File: config.mk
export PLATFORM = sky130hd
export DESIGN_NAME = pipe_hazard_ctrl
export DESIGN_NICKNAME = d
export VERILOG_FILES = /design/src/rtl/pipe_pkg.sv /design/src/rtl/hazard_detect.sv /design/src/rtl/pipe_hazard_ctrl.sv
export SDC_FILE = /design/constraint.sdc
export NUM_CORES = 1
export LEC_CHECK = 0
export ABC_CLOCK_PERIOD_IN_PS = 2300
export CAP_MARGIN = 30
export CORE_MARGIN = 2
export CORE_UTILIZATION = 38
export CTS_CLUSTER_DIAMETER = 50
export DETAILED_ROUTE_END_ITERATION = 6
export PLACE_DENSITY = 0.78
export RECOVER_POWER = 25
export SETUP_SLACK_MARGIN = 0.5
export SLEW_MARGIN = 20
export SYNTH_ARGS = -nofsm -noshare
export SYNTH_HDL_FRONTEND = slang
export SYNTH_SLANG_ARGS = --single-unit
File: constraint.sdc
create_clock -name clk -period 2.3 [get_ports clk]
set_input_delay 0.46 -clock clk [delete_from_list [all_inputs] [get_ports clk]]
set_output_delay 0.46 -clock clk [all_outputs]
set_load 0.01 [all_outputs]
File: src/rtl/pipe_pkg.sv
// Shared types and constants for the pipeline hazard/sequencing control.
package pipe_pkg;

   localparam int unsigned REG_AW = 5;

   localparam logic [1:0] PC_SEL_SEQ    = 2'b00;
   localparam logic [1:0] PC_SEL_BR     = 2'b01;
   localparam logic [1:0] PC_SEL_REPLAY = 2'b10;

   typedef enum logic [1:0] {
      RUN    = 2'd0,
      DRAIN  = 2'd1,
      HALTED = 2'd2
   } hz_state_t;

endpackage

File: src/rtl/hazard_detect.sv
// Load-use comparator: flags an ID operand that reads the register an EX load writes.
// Purely combinational so a forwarding unit can reuse it.
module hazard_detect #(
   parameter int unsigned REG_AW = pipe_pkg::REG_AW
) (
   input  logic [REG_AW-1:0] id_rs1_i,
   input  logic [REG_AW-1:0] id_rs2_i,
   input  logic              id_rs1_used_i,
   input  logic              id_rs2_used_i,
   input  logic              ex_mem_read_i,
   input  logic [REG_AW-1:0] ex_rd_i,
   output logic              lu_o
);

   logic rs1_hit;
   logic rs2_hit;

   // x0 is hardwired, so a load to it never creates a dependency.
   always_comb begin
      rs1_hit = id_rs1_used_i && (id_rs1_i == ex_rd_i);
      rs2_hit = id_rs2_used_i && (id_rs2_i == ex_rd_i);
      lu_o    = ex_mem_read_i && (ex_rd_i != '0) && (rs1_hit || rs2_hit);
   end

endmodule

File: src/rtl/pipe_hazard_ctrl.sv
// Hazard and sequencing controller for the 5-stage pipeline: load-use replay,
// taken-branch flush and halt/drain/resume. Optional perf counters are enabled
// by defining HAZ_PERF_CNT_EN.
module pipe_hazard_ctrl
   import pipe_pkg::*;
#(
   parameter int unsigned REG_AW       = pipe_pkg::REG_AW,
   parameter int unsigned DRAIN_CYCLES = 3
`ifdef HAZ_PERF_CNT_EN
   ,
   parameter int unsigned CNT_W        = 32
`endif
) (
   input  logic              clk,
   input  logic              rst,
   input  logic [REG_AW-1:0] id_rs1,
   input  logic [REG_AW-1:0] id_rs2,
   input  logic              id_rs1_used,
   input  logic              id_rs2_used,
   input  logic              id_halt,
   input  logic              ex_mem_read,
   input  logic [REG_AW-1:0] ex_rd,
   input  logic              ex_br_taken,
   input  logic              resume,
   output logic              pc_en,
   output logic [1:0]        pc_sel,
   output logic              if_id_en,
   output logic              id_ex_en,
`ifdef HAZ_PERF_CNT_EN
   output logic [CNT_W-1:0]  stall_cnt,
   output logic [CNT_W-1:0]  flush_cnt,
`endif
   output logic              halted
);

   // Counter loads DRAIN_CYCLES-1 so exactly DRAIN_CYCLES cycles are spent in DRAIN.
   localparam logic [1:0] CntInit = 2'(DRAIN_CYCLES - 1);

   hz_state_t  state_q, state_d;
   logic [1:0] cnt_q, cnt_d;
   logic       lu;

   hazard_detect #(
      .REG_AW (REG_AW)
   ) u_hazard_detect (
      .id_rs1_i      (id_rs1),
      .id_rs2_i      (id_rs2),
      .id_rs1_used_i (id_rs1_used),
      .id_rs2_used_i (id_rs2_used),
      .ex_mem_read_i (ex_mem_read),
      .ex_rd_i       (ex_rd),
      .lu_o          (lu)
   );

   // State and drain counter registers.
   always_ff @(posedge clk or posedge rst) begin
      if (rst) begin
         state_q <= RUN;
         cnt_q   <= 2'd0;
      end else begin
         state_q <= state_d;
         cnt_q   <= cnt_d;
      end
   end

   // Next-state: branch beats load-use beats halt; a branch in DRAIN aborts the halt.
   always_comb begin
      state_d = state_q;
      cnt_d   = cnt_q;
      unique case (state_q)
         RUN: begin
            if (!ex_br_taken && !lu && id_halt) begin
               state_d = DRAIN;
               cnt_d   = CntInit;
            end
         end
         DRAIN: begin
            if (ex_br_taken) begin
               state_d = RUN;
               cnt_d   = 2'd0;
            end else if (cnt_q == 2'd0) begin
               state_d = HALTED;
            end else begin
               cnt_d = cnt_q - 2'd1;
            end
         end
         HALTED: begin
            if (resume) begin
               state_d = RUN;
            end
         end
         default: begin
            state_d = RUN;
            cnt_d   = 2'd0;
         end
      endcase
   end

   // Outputs: stage enables and PC control, combinational from state and inputs.
   always_comb begin
      pc_en    = 1'b1;
      pc_sel   = PC_SEL_SEQ;
      if_id_en = 1'b1;
      id_ex_en = 1'b1;
      halted   = 1'b0;
      unique case (state_q)
         RUN: begin
            if (ex_br_taken) begin
               pc_sel   = PC_SEL_BR;
               if_id_en = 1'b0;
               id_ex_en = 1'b0;
            end else if (lu) begin
               // Drop the ID instruction and refetch it from the IF/ID pc.
               pc_sel   = PC_SEL_REPLAY;
               if_id_en = 1'b0;
               id_ex_en = 1'b0;
            end else if (id_halt) begin
               pc_en    = 1'b0;
               if_id_en = 1'b0;
            end
         end
         DRAIN: begin
            if (ex_br_taken) begin
               pc_sel   = PC_SEL_BR;
               if_id_en = 1'b0;
               id_ex_en = 1'b0;
            end else begin
               pc_en    = 1'b0;
               if_id_en = 1'b0;
            end
         end
         HALTED: begin
            pc_en    = 1'b0;
            if_id_en = 1'b0;
            id_ex_en = 1'b0;
            halted   = 1'b1;
         end
         default: ;
      endcase
   end

`ifdef HAZ_PERF_CNT_EN
   logic [CNT_W-1:0] stall_q, stall_d;
   logic [CNT_W-1:0] flush_q, flush_d;
   logic             stall_inc;
   logic             flush_inc;

   // Saturating event counters for replays and redirects.
   always_comb begin
      stall_inc = (state_q == RUN) && lu && !ex_br_taken;
      flush_inc = ((state_q == RUN) || (state_q == DRAIN)) && ex_br_taken;
      stall_d   = stall_q;
      flush_d   = flush_q;
      if (stall_inc && (stall_q != '1)) stall_d = stall_q + 1'b1;
      if (flush_inc && (flush_q != '1)) flush_d = flush_q + 1'b1;
   end

   // Perf counter registers.
   always_ff @(posedge clk or posedge rst) begin
      if (rst) begin
         stall_q <= '0;
         flush_q <= '0;
      end else begin
         stall_q <= stall_d;
         flush_q <= flush_d;
      end
   end

   assign stall_cnt = stall_q;
   assign flush_cnt = flush_q;
`endif

endmodule
==> results.yml, run 1 <==
yosys:
  yosys.cell_count.top_type: "sky130_fd_sc_hd__xnor2_1"
  synth.top_cells.by_count: "sky130_fd_sc_hd__xnor2_1, sky130_fd_sc_hd__inv_1, sky130_fd_sc_hd__ha_1"
  ys_seq_area_share_pct: 18.0
  postSynthCellCount: 65
  synth.largest_area_cell: "sky130_fd_sc_hd__dfrtp_1"
  synth_warnings: 0
  synth_top_area_share_pct: 18.0
  mappedNetlistNets: 93
  synth_edf_count: 0
  synth_cell_types: 28
  post_synth_main_area_contributors: "sky130_fd_sc_hd__dfrtp_1, sky130_fd_sc_hd__xnor2_1, sky130_fd_sc_hd__ha_1, sky130_fd_sc_hd__nand2b_1, sky130_fd_sc_hd__nor2b_1"
  synth_ff_type: "sky130_fd_sc_hd__dfrtp_1"
  synth.avg_cell_area_um2: 8.57
  synth_area_um2: 557
  fraction_of_synthesis_flops_using_an_asynchronous_set_or_reset_pin_pct: 100
  ys_ff_latch: 4
sta:
  worst-ep-kind: "top-level output"
  grt_worst_setup_endpoint: "if_id_en"
placed_design:
  place.detailed.hpwl_mm: 1.35
  finalWeightedCongestion: 0.791
  pre_cts_ws_ns: -0.634
  dpl_cell_area_um2: 986
  port-buffer-count: 28
clock_tree:
  post_cts_hold_buffer_count: 0
  cts_root_buf: "sky130_fd_sc_hd__clkbuf_4"
  htreeDepth: 1
  tritoncts_num_sinks: 4
  total_cts_buffers: 3
  clock_path_buffers: 2
floorplan:
  boundaryPins: 29
  fp.dieW_um: 42.3
  die_h_um: 42.3
  start_util_pct: 41.7
  fp-row-count: 13
grt:
  grt_start_max_net_pins: 7
  antenna_found_initial: 1
status:
  run_status: "stopped before the end"
  run.stop_error: "[ERROR DPL-0033] detailed placement checks failed during check placement."
  last-stage-reached: "global routing"
[metrics by stage]
stage / cells / TNS (ns)
CTS: 150 / 0
detailed placement: 124 / -2.39
global placement: 124 / -2.42
floorplan: 65 / 0
[timing repair]
| item | in CTS |
|---|---|
| resized for setup | 100 |
| setup buffers | 23 |
| gates cloned | 0 |
| pin swaps | 24 |
| endpoints found under the setup margin | 10 |
[cells by family after synthesis]
group           after synthesis  synth area share, %
fa+ha+maj                     5                 11.2
compound gates               18                 27.0
flops                         4                 18.0
buf+inv                       6                 4.04
simple gates                 22                 24.0
xor+xnor                     10                 15.7
==> inputs of run 2 (changes only) <==
CORE_AREA = 2 2 63 65   (was default)
CORE_MARGIN = default   (was 2)
CORE_UTILIZATION = default   (was 38)
CTS_CLUSTER_DIAMETER = default   (was 50)
DIE_AREA = 0 0 65 67   (was default)
PLACE_DENSITY = default   (was 0.78)
PLACE_DENSITY_LB_ADDON = 0.15   (was default)
SETUP_SLACK_MARGIN = default   (was 0.5)
==> run 2 against run 1 <==
Effect of this change:
- the flow now finishes without violations
- synthesized area unchanged
- synthesized cell count unchanged
==> results.yml, run 2 <==
status:
  run_status: "completed"
route:
  routedWlPerCell_um: 10.5
  detailroute.via_count: 652
  detailedRoute.firstPassIterationCount: 3
  route.detailed.vias_per_inst: 3.90
  antenna_left: 0
  route.final.wire_length_mm: 1.75
  drt_iter0_drc: 11
  post-route-drc-count: 0
power_and_ir_drop:
  power_frac_comb_pct: 65.9
  share_clk_of_total_power_pct: 18.5
  p_seq_share_pct: 15.6
  cellLeakagePower_nw: 0.507
  switchingPower_w: 0.000297
  power_w: 0.000770
  power-per-cell-area_mw_per_mm2: 683
  power_report.internal_total_w: 0.000473
  switching_share_pct: 38.6
  power.ir.vdd_worst_mv: 0.318
sta:
  final_hold_viol_count: 0
  clock_skew_ns: 0.000763
  number_of_endpoints_failing_setup_at_the_final_stage: 0
  max_freq_ghz: 0.448
  worst_margin_slew_ns: 0.396
  fin_crit_ns: 2.23
  timing_max_transition_violations_final: 0
  worst_hold_slack_ns: 0.508
  layout_setup_ws_ns: 0.0673
  relSlewSlack_pct: 73.4
  post_route_clock_period_utilization_pct: 97.1
setup_path:
  worst-path-max-fanout: 4
  timing_worst_setup_path_type: "input pin to primary output"
  critical_path_required_ns: 1.84
  worst_setup_path_end_kind: "primary output"
  crit_path_start_kind: "input pin"
  worstPathArrival_ns: 1.77
clock_tree:
  htreeDepth: 1
  cts_tree: "yes"
  clkLatencyLatePin_ns: 0.21
  cts_root_buf: "sky130_fd_sc_hd__clkbuf_8"
  clock_path_buffers: 2
  total_cts_buffers: 3
  tritoncts_num_sinks: 4
  clk_transition_reported_paths_ns: 0.03
  post_cts_hold_buffer_count: 0
yosys:
  synth.avg_cell_area_um2: 8.57
  synth_warnings: 0
  fraction_of_synthesis_flops_using_an_asynchronous_set_or_reset_pin_pct: 100
  postSynthCellCount: 65
  synth_ff_type: "sky130_fd_sc_hd__dfrtp_1"
  synth.largest_area_cell: "sky130_fd_sc_hd__dfrtp_1"
  ys_ff_latch: 4
  post_synth_main_area_contributors: "sky130_fd_sc_hd__dfrtp_1, sky130_fd_sc_hd__xnor2_1, sky130_fd_sc_hd__ha_1, sky130_fd_sc_hd__nand2b_1, sky130_fd_sc_hd__nor2b_1"
  mappedNetlistNets: 93
  synth.top_cells.by_count: "sky130_fd_sc_hd__xnor2_1, sky130_fd_sc_hd__inv_1, sky130_fd_sc_hd__ha_1"
  synth_area_um2: 557
  synth_top_area_share_pct: 18.0
  synth_edf_count: 0
  ys_seq_area_share_pct: 18.0
  synth_cell_types: 28
  yosys.cell_count.top_type: "sky130_fd_sc_hd__xnor2_1"
grt:
  grt_overflow: 0
  antenna_found_initial: 0
  wire_length_of_the_first_global_routing_pass_mm: 2.78
  grt_pass1_vias: 690
  grt_start_max_net_pins: 7
  grt_util_all_layers_pct: 8.05
finish:
  ff_latch_area_um2: 100
  antennaDiodeCount: 0
  drive_above_1_share_pct: 40.3
  most-common-layout-cells: "sky130_fd_sc_hd__buf_4, sky130_fd_sc_hd__dlygate4sd2_1, sky130_fd_sc_hd__clkdlybuf4s50_1, sky130_fd_sc_hd__xnor2_1, sky130_fd_sc_hd__buf_2"
  area_overhead_vs_synth_pct: 102
  reg.largest.list: "cnt_q (2), state_q (2)"
  area_of_the_multi_input_gates_um2: 500
  most_common_library_cell_in_the_layout_ignoring_fill_and_taps: "sky130_fd_sc_hd__buf_4"
  nFillCells: 399
  design.final.nets: 149
placed_design:
  port-buffer-count: 28
  pre_cts_ws_ns: -0.751
  place.detailed.hpwl_mm: 1.39
  finalWeightedCongestion: 0.709
hold_path:
  type_of_the_tightest_min_delay_check: "register to register"
floorplan:
  fp-row-count: 22
  start_util_pct: 15.4
  boundaryPins: 29
  design.core.area_mm2: 0.00361
  die_h_um: 67
  fp.dieW_um: 65
  fp.dieArea_mm2: 0.00436
run:
  cap_violations: 0
-- run 2: cell counts after synthesis --
No cell type changed its count.
-- run 2: stage by stage --
stage	cells	area (µm²)	util [%]	TNS, ns
after floorplan	65	557	-	0
after global placement	157	1020	28.2	-2.79
after detailed placement	157	1020	28.2	-2.81
after CTS	167	1110	30.9	0
after global routing	167	1130	31.3	-0.0120
final	167	1130	31.3	0
-- run 2: what timing repair did --
item                                    in CTS  in global routing
pin swaps                                   12                 11
endpoints found under the setup margin       4                  6
buffers inserted                             7                  0
resized for setup                           49                  7
-- run 2: kinds of logic (layout without fill, tap and decap cells) --
| kind of cell | Yosys count | in the layout | share of synthesized area [%] |
|---|---|---|---|
| AO/OA/AOI/OAI | 18 | 18 | 27.0 |
| adder cells (fa/ha/maj) | 5 | 5 | 11.2 |
| AND/OR/NAND/NOR | 22 | 22 | 24.0 |
| XOR/XNOR | 10 | 10 | 15.7 |
| buffers and inverters | 6 | 60 | 4.04 |
| flip-flops | 4 | 4 | 18.0 |
-- run 2: cell type report --
type,instances,share of cell area [%]
clock buffer,3,3.66
inverter,6,2.00
multi-input combinational,55,44.4
sequential,4,8.88
tap,48,5.33
timing repair buffer,51,35.7
-- run 2: worst max-delay path: stages --
cell and delay, ns:
sky130_fd_sc_hd__buf_2 0.12, sky130_fd_sc_hd__or4_4 0.54, sky130_fd_sc_hd__o21ai_4 0.17, sky130_fd_sc_hd__nor2b_4 0.07
sky130_fd_sc_hd__o31a_1 0.27, sky130_fd_sc_hd__buf_2 0.14
-- run 2: routing by layer --
layer	track usage (%)	wire length, µm	vias to the layer above
li1	-	-	343
met1	9.17	763	288
met2	14.6	828	21
met3	1.69	155	0
met4	3.19	0	0
met5	0	0	-
-- run 2: path summary, 6_finish.rpt --
path | slack, ns | from | depth (start not counted) | end
max reg2reg | 0.61 | state_q[0] | 6 | cnt_q[0]
min reg2reg | 0.51 | cnt_q[1] | 1 | cnt_q[1]
max in group asynchronous | 1.59 | rst | 2 | cnt_q[0]
min in group asynchronous | 0.56 | rst | 2 | state_q[1]
min | 0.51 | cnt_q[1] | 1 | cnt_q[1]
max | 0.07 | ex_rd[2] | 6 | pc_en
-- run 2: power by group through the flow --
stage / Clock [W] / Combinational [W] / Sequential [W]
2_1_floorplan: 0 / 0.000297 / 0.000115
3_3_place_gp: 0 / 0.000521 / 0.000120
3_5_place_dp: 0 / 0.000517 / 0.000121
4_1_cts: 0.000148 / 0.000511 / 0.000121
5_1_grt: 0.000158 / 0.000566 / 0.000124
6_report: 0.000142 / 0.000507 / 0.000120
Power figures use the tool's default switching activity.
==> inputs of run 3 (changes only) <==
--- a/config.mk
+++ b/config.mk
@@ -10,2 +10,3 @@
 export CORE_AREA = 2 2 63 65
+export CTS_CLUSTER_DIAMETER = 120
 export DETAILED_ROUTE_END_ITERATION = 6
==> constraint.sdc (replaced) <==
create_clock -name clk -period 2.3 [get_ports clk]
set_input_delay 0.575 -clock clk [delete_from_list [all_inputs] [get_ports clk]]
set_output_delay 0.575 -clock clk [all_outputs]
set_load 0.01 [all_outputs]
==> run 3 against run 2 <==
Effect of this change:
- the flow now finishes with violations (setup timing)
- wire length is 2.0% higher
- cell area down 0.44%
- clock power barely moved
- register-to-register slack lost 0.09 ns
==> results.yml, run 3 (same netlist as run 2, synthesis figures left out) <==
status:
  run_status: "finished with violations"
  violations: "setup timing"
setup_path:
  worst_setup_path_end_kind: "primary output"
  critical_path_required_ns: 1.73
  reg2reg_to: "cnt_q[1]"
  timing_worst_setup_path_type: "input pin to primary output"
  worstPathArrival_ns: 1.85
  crit_path_start_kind: "input pin"
  setup.reg_to_reg.worst_slack_ns: 0.52
  worst-path-max-fanout: 4
  reg2reg_from: "state_q[1]"
  timing.reg2reg.worst_path_depth: 8
power_and_ir_drop:
  power.ir.vdd_worst_mv: 0.345
  power_report.internal_total_w: 0.000509
  share_clk_of_total_power_pct: 17.4
  switchingPower_w: 0.000307
  power-per-cell-area_mw_per_mm2: 727
  power_frac_comb_pct: 68.5
  p_seq_share_pct: 14.0
  cellLeakagePower_nw: 0.496
  switching_share_pct: 37.6
sta:
  post_route_clock_period_utilization_pct: 105
  timing_max_transition_violations_final: 0
  clock_skew_ns: 0.000597
  worst_margin_slew_ns: 0.318
  worst_hold_slack_ns: 0.508
  unrepaired_setup_endpoints_after_global_routing: "true"
  layout_setup_ws_ns: -0.126
  final_hold_viol_count: 0
  relSlewSlack_pct: 78.8
  number_of_endpoints_failing_setup_at_the_final_stage: 4
  fin_crit_ns: 2.43
  max_freq_ghz: 0.412
grt:
  antenna_found_initial: 0
  grt_start_max_net_pins: 7
  grt_overflow: 0
  grt_pass1_vias: 697
  wire_length_of_the_first_global_routing_pass_mm: 2.87
  grt_util_all_layers_pct: 8.33
placed_design:
  finalWeightedCongestion: 0.711
  dpl_cell_area_mm2: 0.00102
  pre_cts_ws_ns: -0.984
  port-buffer-count: 28
  place.detailed.hpwl_mm: 1.45
finish:
  drive_above_1_share_pct: 40.2
  final_cell_area_mm2: 0.00112
  area_overhead_vs_synth_pct: 102
  antennaDiodeCount: 0
  nFillCells: 410
  reg.largest.list: "cnt_q (2), state_q (2)"
  finish.utilization_pct: 31.1
  design.final.nets: 147
  most_common_library_cell_in_the_layout_ignoring_fill_and_taps: "sky130_fd_sc_hd__buf_4"
  most-common-layout-cells: "sky130_fd_sc_hd__buf_4, sky130_fd_sc_hd__xnor2_1, sky130_fd_sc_hd__clkdlybuf4s50_1"
route:
  route.final.wire_length_mm: 1.78
  post-route-drc-count: 0
  routedWlPerCell_um: 10.8
  drt_iter0_drc: 11
  route.detailed.vias_per_inst: 3.93
  detailroute.via_count: 649
  detailedRoute.firstPassIterationCount: 4
  antenna_left: 0
floorplan:
  fp.dieW_um: 65
  die_h_um: 67
  fp.dieArea_mm2: 0.00436
  boundaryPins: 29
  start_util_pct: 15.4
  fp-row-count: 22
  design.core.area_mm2: 0.00361
hold_path:
  hold-path-cell-count: 1
  endpoint_of_the_worst_hold_timing_path: "cnt_q[1]"
  type_of_the_tightest_min_delay_check: "register to register"
  launch_instance_of_the_worst_min_delay_path: "cnt_q[1]"
clock_tree:
  cts_tree: "yes"
  total_cts_buffers: 3
  htreeDepth: 1
  clk_transition_reported_paths_ns: 0.03
  clock_path_buffers: 2
  clkLatencyLatePin_ns: 0.21
  tritoncts_num_sinks: 4
  cts_root_buf: "sky130_fd_sc_hd__clkbuf_8"
run:
  cap_violations: 0
## run 3: cell count changes in the layout (fill, tap and decap cells not counted), sizes merged
| cell | before | now |
|---|---|---|
| clkdlybuf4s15 | 0 | 5 |
| dlygate4sd2 | 9 | 6 |
| buf | 30 | 29 |
| clkbuf | 5 | 4 |
| clkdlybuf4s50 | 8 | 7 |
| dlymetal6s2s | 1 | 0 |
## run 3: how the worst max path moves through the flow
stage,from,endpoint,cells past startpoint
2_1_floorplan,ex_rd[4],if_id_en,4
3_3_place_gp,ex_rd[3],pc_en,7
3_5_place_dp,ex_rd[4],if_id_en,6
4_1_cts,ex_rd[2],pc_en,6
5_1_grt,ex_rd[2],pc_en,6
6_report,ex_rd[2],pc_en,6
## run 3: worst max-delay path: stages
cell and delay, ns:
sky130_fd_sc_hd__buf_8 0.09, sky130_fd_sc_hd__or4_4 0.54, sky130_fd_sc_hd__o21ai_4 0.17, sky130_fd_sc_hd__nor2b_4 0.07, sky130_fd_sc_hd__o31a_1 0.27, sky130_fd_sc_hd__buf_2 0.14
## run 3: layout make-up
cell class	instances	area, µm²	share of cell area, %
multi-input combinational	55	495	44.1
timing repair buffer	49	403	35.9
sequential	4	100	8.92
tap	48	60.1	5.35
clock buffer	3	41.3	3.68
inverter	6	22.5	2.01
## run 3: power by group through the flow
stage	combinational, W	sequential [W]	clock [W]
floorplan	0.000310	0.000115	0
global route	0.000631	0.000119	0.000155
global placement	0.000549	0.000120	0
finish	0.000559	0.000114	0.000142
CTS	0.000541	0.000115	0.000148
detailed placement	0.000548	0.000121	0
## run 3: repair_timing
action	in CTS	in global routing
buffers inserted	5	1
pin swaps	18	9
hold buffers	0	0
gates resized for setup	62	5
endpoints found under the setup margin	5	5
## run 3: per-layer routing
metal  global-route usage [%]  wire length, µm  up-vias
met3                     1.52              123        0
met2                     15.5              869       20
met1                     9.67              789      288
met4                     2.39                0        0
met5                        0                0        -
li1                         -                -      341
## run 3: metrics by stage
step	total power (W)	std cells	setup TNS, ns
after CTS	0.000803	164	-0.327
after global placement	0.000669	156	-4.18
after detailed placement	0.000669	156	-4.32
final	0.000816	165	-0.231
after floorplan	0.000425	65	0
after global routing	0.000905	165	-0.571
